--- src/rtl/fp_cmp_arbiter_pkg.sv ---
// Shared definitions for the FP compare arbiter: FloPoCo field layout
// (exp 11, frac 19), exception encodings and drain FSM state codes.
package fp_cmp_pkg;

    localparam int FP_EXP_W    = 11;
    localparam int FP_FRAC_W   = 19;
    localparam int FP_FRAC_LSB = 0;
    localparam int FP_EXP_LSB  = FP_FRAC_LSB + FP_FRAC_W;
    localparam int FP_SIGN_BIT = FP_EXP_LSB + FP_EXP_W;
    localparam int FP_EXC_LSB  = FP_SIGN_BIT + 1;

    localparam logic [1:0] EXC_ZERO   = 2'b00;
    localparam logic [1:0] EXC_NORMAL = 2'b01;
    localparam logic [1:0] EXC_INF    = 2'b10;
    localparam logic [1:0] EXC_NAN    = 2'b11;

    localparam logic [1:0] ST_RUN   = 2'd0;
    localparam logic [1:0] ST_DRAIN = 2'd1;
    localparam logic [1:0] ST_IDLE  = 2'd2;

    function automatic logic isNan(input logic [1:0] exc);
        return exc == EXC_NAN;
    endfunction

endpackage

--- src/rtl/fp_cmp_arbiter_rr.sv ---
// Round-robin grant: lowest requester at or above the pointer wins, then
// wraps to the lowest below it. Pointer moves past each winner.
module rr_arbiter
    import fp_cmp_pkg::*;
#(
    parameter int NREQ = 4,
    parameter int IDW  = 2
) (
    input  logic            clk,
    input  logic            rst,
    input  logic            i_en,
    input  logic [NREQ-1:0] i_req,
    output logic [NREQ-1:0] o_gnt,
    output logic [IDW-1:0]  o_gntId,
    output logic            o_any
);

    logic [IDW-1:0] r_ptr;
    logic           w_found;

    always_comb begin
        o_gnt   = '0;
        o_gntId = '0;
        w_found = 1'b0;
        for (int i = 0; i < NREQ; i++) begin
            if (i_en && !w_found && i_req[i] && (IDW'(i) >= r_ptr)) begin
                o_gnt[i] = 1'b1;
                o_gntId  = IDW'(i);
                w_found  = 1'b1;
            end
        end
        for (int i = 0; i < NREQ; i++) begin
            if (i_en && !w_found && i_req[i] && (IDW'(i) < r_ptr)) begin
                o_gnt[i] = 1'b1;
                o_gntId  = IDW'(i);
                w_found  = 1'b1;
            end
        end
    end

    assign o_any = w_found;

    always_ff @(posedge clk or posedge rst) begin
        if (rst) begin
            r_ptr <= '0;
        end else if (w_found) begin
            r_ptr <= (o_gntId == IDW'(NREQ - 1)) ? '0 : o_gntId + IDW'(1);
        end
    end

endmodule

--- src/rtl/fp_cmp_arbiter.sv ---
// Shares one pipelined FP compare unit among NREQ requesters, tagging each
// issue with its requester id. Optional NaN flag: define FP_CMP_UNORD_EN.
module fp_cmp_arbiter
    import fp_cmp_pkg::*;
#(
    parameter int WIDTH   = 32,
    parameter int NREQ    = 4,
    parameter int IDW     = 2,
    parameter int CMP_LAT = 3
) (
    input  logic                      clk,
    input  logic                      rst,
    input  logic [NREQ-1:0]           i_req_valid,
    output logic [NREQ-1:0]           o_req_ready,
    input  logic [NREQ*(WIDTH+1)-1:0] i_req_a,
    input  logic [NREQ*(WIDTH+1)-1:0] i_req_b,
    output logic [WIDTH:0]            o_cmp_x,
    output logic [WIDTH:0]            o_cmp_y,
    input  logic                      i_cmp_ge,
    output logic                      o_resp_valid,
    output logic [IDW-1:0]            o_resp_id,
    output logic                      o_resp_ge,
`ifdef FP_CMP_UNORD_EN
    output logic                      o_resp_unord,
`endif
    input  logic                      i_flush,
    output logic                      o_idle
);

    logic [1:0]               r_state;
    logic                     w_en;
    logic [NREQ-1:0]          w_gnt;
    logic [IDW-1:0]           w_gntId;
    logic                     w_any;
    logic [WIDTH:0]           w_selA;
    logic [WIDTH:0]           w_selB;
    logic [CMP_LAT:0]         r_tagValid;
    logic [CMP_LAT:0][IDW-1:0] r_tagId;

    // Grants are suppressed outside RUN and while reset is held.
    assign w_en = (r_state == ST_RUN) && !rst;

    rr_arbiter #(.NREQ(NREQ), .IDW(IDW)) u_arb (
        .clk     (clk),
        .rst     (rst),
        .i_en    (w_en),
        .i_req   (i_req_valid),
        .o_gnt   (w_gnt),
        .o_gntId (w_gntId),
        .o_any   (w_any)
    );

    assign o_req_ready = w_gnt;
    assign o_idle      = (r_state == ST_IDLE);

    always_comb begin
        w_selA = '0;
        w_selB = '0;
        for (int i = 0; i < NREQ; i++) begin
            if (w_gnt[i]) begin
                w_selA = i_req_a[i*(WIDTH+1) +: WIDTH+1];
                w_selB = i_req_b[i*(WIDTH+1) +: WIDTH+1];
            end
        end
    end

    // Operands only move on a transfer so the compare unit sees no toggling.
    always_ff @(posedge clk or posedge rst) begin
        if (rst) begin
            o_cmp_x <= '0;
            o_cmp_y <= '0;
        end else if (w_any) begin
            o_cmp_x <= w_selA;
            o_cmp_y <= w_selB;
        end
    end

    // One stage beyond CMP_LAT so the response register samples cmp_ge
    // exactly when the compare unit's result for this tag is valid.
    always_ff @(posedge clk or posedge rst) begin
        if (rst) begin
            r_tagValid <= '0;
            r_tagId    <= '0;
        end else begin
            r_tagValid[0] <= w_any;
            r_tagId[0]    <= w_gntId;
            for (int s = 1; s <= CMP_LAT; s++) begin
                r_tagValid[s] <= r_tagValid[s-1];
                r_tagId[s]    <= r_tagId[s-1];
            end
        end
    end

`ifdef FP_CMP_UNORD_EN
    logic [CMP_LAT:0] r_tagUnord;
    logic             w_unord;

    assign w_unord = isNan(w_selA[WIDTH -: 2]) || isNan(w_selB[WIDTH -: 2]);

    always_ff @(posedge clk or posedge rst) begin
        if (rst) begin
            r_tagUnord <= '0;
        end else begin
            r_tagUnord <= {r_tagUnord[CMP_LAT-1:0], w_unord & w_any};
        end
    end
`endif

    always_ff @(posedge clk or posedge rst) begin
        if (rst) begin
            o_resp_valid <= 1'b0;
            o_resp_id    <= '0;
            o_resp_ge    <= 1'b0;
`ifdef FP_CMP_UNORD_EN
            o_resp_unord <= 1'b0;
`endif
        end else begin
            o_resp_valid <= r_tagValid[CMP_LAT];
            o_resp_id    <= r_tagId[CMP_LAT];
`ifdef FP_CMP_UNORD_EN
            o_resp_unord <= r_tagValid[CMP_LAT] & r_tagUnord[CMP_LAT];
            o_resp_ge    <= i_cmp_ge & ~r_tagUnord[CMP_LAT];
`else
            o_resp_ge    <= i_cmp_ge;
`endif
        end
    end

    // Drain always runs to IDLE once entered, even if flush drops early.
    always_ff @(posedge clk or posedge rst) begin
        if (rst) begin
            r_state <= ST_RUN;
        end else begin
            case (r_state)
                ST_RUN:   if (i_flush) r_state <= ST_DRAIN;
                ST_DRAIN: if (r_tagValid == '0) r_state <= ST_IDLE;
                ST_IDLE:  if (!i_flush) r_state <= ST_RUN;
                default:  r_state <= ST_RUN;
            endcase
        end
    end

endmodule

--- config.mk ---
export PLATFORM = sky130hd
export DESIGN_NAME = fp_cmp_arbiter
export DESIGN_NICKNAME = d
export VERILOG_FILES = /design/src/rtl/fp_cmp_arbiter_pkg.sv /design/src/rtl/fp_cmp_arbiter_rr.sv /design/src/rtl/fp_cmp_arbiter.sv
export SDC_FILE = /design/constraint.sdc
export NUM_CORES = 1
export LEC_CHECK = 0
export BUFFER_PORTS_ARGS = -buffer_cell sky130_fd_sc_hd__buf_2
export CAP_MARGIN = 20
export CORE_AREA = 3 3 134 136
export CTS_CLUSTER_SIZE = 10
export DETAILED_ROUTE_END_ITERATION = 6
export DIE_AREA = 0 0 137 139
export GPL_TIMING_DRIVEN = 0
export PLACE_DENSITY = 0.62
export SLEW_MARGIN = 25
export SYNTH_ARGS = -nofsm -noshare
export SYNTH_HDL_FRONTEND = slang
export SYNTH_HIERARCHICAL = 1
export SYNTH_SLANG_ARGS = --single-unit
--- constraint.sdc ---
create_clock -name clk -period 2.8 [get_ports clk]
set_input_delay 0.42 -clock clk [delete_from_list [all_inputs] [get_ports clk]]
set_output_delay 0.42 -clock clk [all_outputs]
set_load 0.1 [all_outputs]
Word level (Yosys, flattened, before mapping)
Cells that the tools add are included.
Widths: inputs -> output; s select.
{"block": "totals", "ff_bits": 86, "input_bits": 272, "out_inout_bits": 75, "wordCells": 97}
{"block": "classes", "n_addsub": 1, "n_lt_le_gt_ge": 8, "n_eq_ne": 6, "n_mux": 35, "reduce_logical": 35}
{"op": "$mux 33", "n": 8}
{"op": "$logic_and 1x1->1", "n": 24}
{"op": "$mux 2", "n": 10}
{"op": "$mux 1", "n": 16}
{"op": "$logic_not 1->1", "n": 8}
{"op": "$ne 2x2->1 const B", "n": 3}
{"op": "$pmux 2 s3", "n": 1}
{"op": "$eq 2x2->1 const B", "n": 2}
{"op": "$ge 1x2->1 const A", "n": 2}
{"op": "$ge 2x2->1 const A", "n": 2}
{"op": "$logic_not 4->1", "n": 1}
{"op": "$lt 1x2->1 const A", "n": 2}
{"op": "$lt 2x2->1 const A", "n": 2}
{"op": "$reduce_and 3->1", "n": 1}
{"op": "$add 2x1->2 const B", "n": 1}
{"op": "$eq 2x1->1 const B", "n": 1}
{"op": "$logic_not 2->1", "n": 1}

Longest topological paths before layout
{"block": "logic_depth", "ltp_word": 42, "mapped_depth": 10, "depth_no_buf": 7}

Cells and area by module
Netlist, hierarchy kept.
{"module": "fp_cmp_arbiter", "n_inst": 1, "cells_each": 478, "area_per_inst_um2": 4305.4, "seq_area_each_um2": 2102.0}
{"module": "rr_arbiter", "n_inst": 1, "cells_each": 31, "area_per_inst_um2": 257.7, "seq_area_each_um2": 50.0}

Worst setup path before layout
No wires, ideal clock.
{"block": "synth_path", "kind": "reg2reg", "start": "register r_state[0]", "end": "register o_cmp_y[11]", "arrival_ps": 3354, "t_required_ps": 2718, "slack_ps": -636, "path_stages_with_launch": 8, "n_path_buf": 2, "path_cell_list": "dfrtp_1 -> nor3_1 -> o211ai_4 -> nor2_1 -> buf_2 -> buf_1 -> nand3b_1 -> a31oi_1"}
{"block": "synth_between", "word_cells_on_any_way": 51, "cone_classes": "19 x mux; 32 x reduce/logical"}
{"element": "from (decl)", "line": "fp_cmp_arbiter.sv:30", "text": "logic [1:0] r_state;"}
{"element": "from (signal assigned)", "line": "fp_cmp_arbiter.sv:132", "text": "r_state <= ST_RUN;"}
{"element": "from (signal assigned)", "line": "fp_cmp_arbiter.sv:135", "text": "ST_RUN: if (i_flush) r_state <= ST_DRAIN;"}
{"element": "from (signal assigned)", "line": "fp_cmp_arbiter.sv:136", "text": "ST_DRAIN: if (r_tagValid == '0) r_state <= ST_IDLE;"}
{"element": "$logic_not 2->1 *", "line": "fp_cmp_arbiter.sv:41", "text": "assign w_en = (r_state == ST_RUN) && !rst;"}
{"element": "$logic_and 1x1->1 *", "line": "fp_cmp_arbiter.sv:41"}
{"element": "named net w_en", "line": "fp_cmp_arbiter.sv:31", "text": "logic w_en;"}
{"element": "$logic_and 1x1->1 (2 in a row)", "line": "fp_cmp_arbiter_rr.sv:26", "text": "if (i_en && !w_found && i_req[i] && (IDW'(i) >= r_ptr)) begin"}
{"element": "$mux 1", "line": "fp_cmp_arbiter_rr.sv:26"}
{"element": "$logic_not 1->1", "line": "fp_cmp_arbiter_rr.sv:26"}
{"element": "$logic_and 1x1->1 (3 in a row)", "line": "fp_cmp_arbiter_rr.sv:26"}
{"element": "$mux 1", "line": "fp_cmp_arbiter_rr.sv:26"}
{"element": "(+10 left out)"}
{"element": "$logic_not 1->1", "line": "fp_cmp_arbiter_rr.sv:33", "text": "if (i_en && !w_found && i_req[i] && (IDW'(i) < r_ptr)) begin"}
{"element": "$logic_and 1x1->1 (3 in a row)", "line": "fp_cmp_arbiter_rr.sv:33"}
{"element": "$mux 1", "line": "fp_cmp_arbiter_rr.sv:33"}
{"element": "$logic_not 1->1", "line": "fp_cmp_arbiter_rr.sv:33"}
{"element": "$logic_and 1x1->1 (3 in a row)", "line": "fp_cmp_arbiter_rr.sv:33"}
{"element": "$mux 1 *", "line": "fp_cmp_arbiter_rr.sv:33"}
{"element": "named net o_req_ready[1]", "line": "fp_cmp_arbiter.sv:14", "text": "output logic [NREQ-1:0] o_req_ready,"}
{"element": "$mux 33 * (3 in a row)", "line": "fp_cmp_arbiter.sv:60", "text": "if (w_gnt[i]) begin"}
{"element": "to (signal assigned)", "line": "fp_cmp_arbiter.sv:74", "text": "o_cmp_y <= w_selB;"}
{"element": "to (decl)", "line": "fp_cmp_arbiter.sv:18", "text": "output logic [WIDTH:0] o_cmp_y,"}
The timed path passes the listed nets; every way through them passes the cells marked *.
A chain may end at the register's enable or synchronous reset.

Worst setup path in the final report
{"block": "layout_path", "start": "register r_state[1]", "end": "register o_cmp_x[3]"}
{"block": "layout_between", "word_cells_on_any_way": 51, "cone_classes": "19 x mux; 32 x reduce/logical"}
{"element": "$logic_not 2->1 *", "line": "fp_cmp_arbiter.sv:41"}
{"element": "$logic_and 1x1->1 *", "line": "fp_cmp_arbiter.sv:41"}
{"element": "named net w_en", "line": "fp_cmp_arbiter.sv:31"}
{"element": "$logic_and 1x1->1 (2 in a row)", "line": "fp_cmp_arbiter_rr.sv:26"}
{"element": "$mux 1", "line": "fp_cmp_arbiter_rr.sv:26"}
{"element": "$logic_not 1->1", "line": "fp_cmp_arbiter_rr.sv:26"}
{"element": "$logic_and 1x1->1 (3 in a row)", "line": "fp_cmp_arbiter_rr.sv:26"}
{"element": "$mux 1", "line": "fp_cmp_arbiter_rr.sv:26"}
{"element": "(+19 left out)"}
{"element": "$mux 1", "line": "fp_cmp_arbiter_rr.sv:33"}
{"element": "$logic_not 1->1", "line": "fp_cmp_arbiter_rr.sv:33"}
{"element": "$logic_and 1x1->1 (3 in a row)", "line": "fp_cmp_arbiter_rr.sv:33"}
{"element": "$mux 1", "line": "fp_cmp_arbiter_rr.sv:33"}
{"element": "$logic_not 1->1", "line": "fp_cmp_arbiter_rr.sv:33"}
{"element": "$logic_and 1x1->1 (3 in a row)", "line": "fp_cmp_arbiter_rr.sv:33"}
{"element": "$mux 1 *", "line": "fp_cmp_arbiter_rr.sv:33"}
{"element": "named net w_any", "line": "fp_cmp_arbiter.sv:34", "text": "logic w_any;"}
{"element": "to (signal assigned)", "line": "fp_cmp_arbiter.sv:73", "text": "o_cmp_x <= w_selA;"}
{"element": "to (decl)", "line": "fp_cmp_arbiter.sv:17", "text": "output logic [WIDTH:0] o_cmp_x,"}
Marked as above.

==> metrics.txt <==
Root Driver clkbuf_16; Critical Path AT roughly 2.9 ns; post-synthesis mux area share 0%; drt drc 0; grt ovf 0; pin count of the biggest net entering global routing 52; I/O pin count around 350; Hold Crit Class primary input to asynchronous set/reset pin; starting density of the core 26.8%; Clock Sink Count 86; first-pass GRT wire length between 30 and 40 mm; Buffers on Ports 346; cells after synthesis approximately 500; nets 1,141; Fin. Hold Viols 0; TritonCTS clock tree built; Final Cycle Share slightly above 90%; H-tree depth 3; total power slightly below 10 mW; commonest non-fill, non-tap cell in the layout buf_2; ANT cells 0; share of cells above drive strength 1 45.5%; xor and xnor area share after synthesis 0%; Tmin final 2.60 ns; CTS buffer count 9; worst setup margin slightly below 0.2 ns; Syn Nets roughly 780; Area Growth Syn to Fin 52.7%; Syn. warnings 6; DP HPWL roughly 16 mm; CTS max path bufs 2; first-pass iteration count of the detailed router 5; die span in y 139 um; RSZ-0062 raised after global routing false; clock skew 0.0119 ns; Setup Buffers After CTS 0; clock transition at the registers of the reported paths around 0.070 ns; GRT Total Usage about a fifth; Synth Area in Simple Gates between 10% and 20%; Max Cap Viol 0; Avg WL per Cell about 19 um; vias in the first global route approximately 5,600; Crit. End Element register; post-route setup TNS 0 ns; via count approximately 5,700; sequential area share after synthesis between 40 and 50%; RePlAce Congestion roughly 0.87; Post-Synthesis Cell Area about 0.0046 mm2; Required @ worst endpoint between 3 and 4 ns; complex-gate fraction of the synthesized area between 20 and 30%; Die W 137 um; Max FO, Critical Path 10; die area 0.0190 mm2; dpl cells 1,081; Mean Syn Cell Area 8.96 um2; initial antenna violation count 4; DRT iter0 DRCs between 300 and 400; final setup vio count 0; most frequent cells in the layout buf_2, dfrtp_1, nand2_1, a21oi_1, nand3b_1; Rows 48; Synth cell types 34; status completed; routed vias/inst 5.18; worst slew pin tran ~0.56 ns; Non-Filler Instances ~1,100; cell leakage power approximately 3.2 nW; synthesis-stage register bit count 86; PwrDens 1420 mW/mm2; relative slew slack a little over three fifths; worst skew pair latency 0.34 ns; Max VDD drop around 930 uV; antenna viol nets, final 0; largest family of logic cells by synthesized area compound AO/OA/AOI/OAI gates; adder-cell share of the synthesized area less than 1%; core area roughly 0.017 mm2; Max Slew Vio Count 0; Worst Setup Start Kind register; Place WS -0.203 ns; fmax between 300 and 400 MHz; Crit Path Category register to register; Total Wirelength between 20 and 25 mm
==> routing by layer <==
metal	global-route usage (%)	wire length, um	share of wire, %	vias to the layer above
met5	0	48	0.23	-
met2	36.5	10500	49	294
met4	7.51	510	2.4	8
met1	24.2	8380	40	2698
met3	4.86	1760	8.3	47
li1	-	-	-	2639
==> worst paths after layout <==
check / start / endpoint / slack [ns] / cells past startpoint
setup / recovery: r_state[1] / o_cmp_x[3] / 0.20 / 8
hold / removal: rst / o_cmp_x[32] / 0.09 / 2
setup reg to reg: r_state[1] / o_cmp_x[3] / 0.20 / 8
hold reg to reg: r_tagId[2] / r_tagId[4] / 0.35 / 0
max in group asynchronous: rst / o_cmp_x[1] / 2.13 / 3
min in group clk: i_cmp_ge / o_resp_ge / 0.18 / 1
==> state kept, by name, summed over array words and instances, names as in the netlist <==
signal	count
r_tagValid	4
r_tagId	8
u_arb/r_ptr	2
o_cmp_x	33
r_state	2
o_resp_ge	1
o_resp_id	2
o_resp_valid	1
o_cmp_y	33
==> final cells by class <==
cell class                 count  area, um2
buffer                        51        233
clock buffer                   9        225
clock inverter                 7        103
fill                        1786      10100
inverter                       4       20.0
multi-input combinational    368       2190
sequential                    86       2150
tap                          225        282
timing repair buffer         348       1770
==> critical path, stage by stage, from the launching register on <==
cell,delay (ns)
dfrtp_1,0.41
nor3_2,0.41
o41ai_2,0.21
inv_2,0.12
buf_2,0.18
buf_2,0.32
buf_1,0.45
o22ai_1,0.19
a31oi_1,0.21
==> synth_stat cells (all sizes together) <==
| cell type | instances | area, um2 |
|---|---|---|
| nor3b | 1 | 12.5 |
| inv | 4 | 15.0 |
| nor2 | 5 | 18.8 |
| ha | 1 | 12.5 |
| o2111a | 1 | 11.3 |
| or2 | 1 | 6.26 |
| buf | 23 | 125 |
| and2 | 1 | 7.51 |
| nor2b | 2 | 12.5 |
| a21oi | 68 | 340 |
| nand3 | 2 | 10.0 |
| a311oi | 1 | 8.76 |
| o311ai | 1 | 8.76 |
| nand2 | 72 | 270 |
| dfrtp | 86 | 2150 |
| o31ai | 1 | 7.51 |
| nand2b | 2 | 12.5 |
| o21a | 2 | 16.3 |
| and3 | 1 | 7.51 |
| o21bai | 1 | 7.51 |
| o22ai | 67 | 425 |
| clkbuf | 28 | 106 |
| o211ai | 1 | 21.3 |
| o41ai | 1 | 16.3 |
| o21ai | 2 | 10.0 |
| nor3 | 1 | 5.00 |
| nand3b | 67 | 503 |
| a31oi | 66 | 413 |
==> timing repair <==
action	in CTS	in global routing
pin swaps	0	0
hold buffers	1	0
gates resized for setup	1	2
gates cloned	0	0
hold endpoints to repair	2	0
setup endpoints to repair	25	3
==> metrics by stage <==
step | utilization [%] | hold slack, ns | cell area, um2
2_1_floorplan | - | 0.161 | 4580
3_3_place_gp | 38.7 | 0.300 | 6590
3_5_place_dp | 38.8 | 0.336 | 6630
4_1_cts | 40.9 | 0.0837 | 6970
5_1_grt | 40.9 | 0.111 | 6970
6_report | 40.9 | 0.0894 | 6970
==> logic make-up (layout without fill, tap and decap cells) <==
kind of cell    count (synthesis)  after routing
buf+inv                        55            419
compound gates                212            212
flops                          86             86
simple gates                  155            155
fa+ha+maj                       1              1
==> power breakdown <==
part	switching (mW)	internal, mW
clock network	0.558	0.794
registers	0.348	1.82
logic	5.16	1.21
total	6.07	3.83
Note: power is estimated with default switching activity, not from simulation.
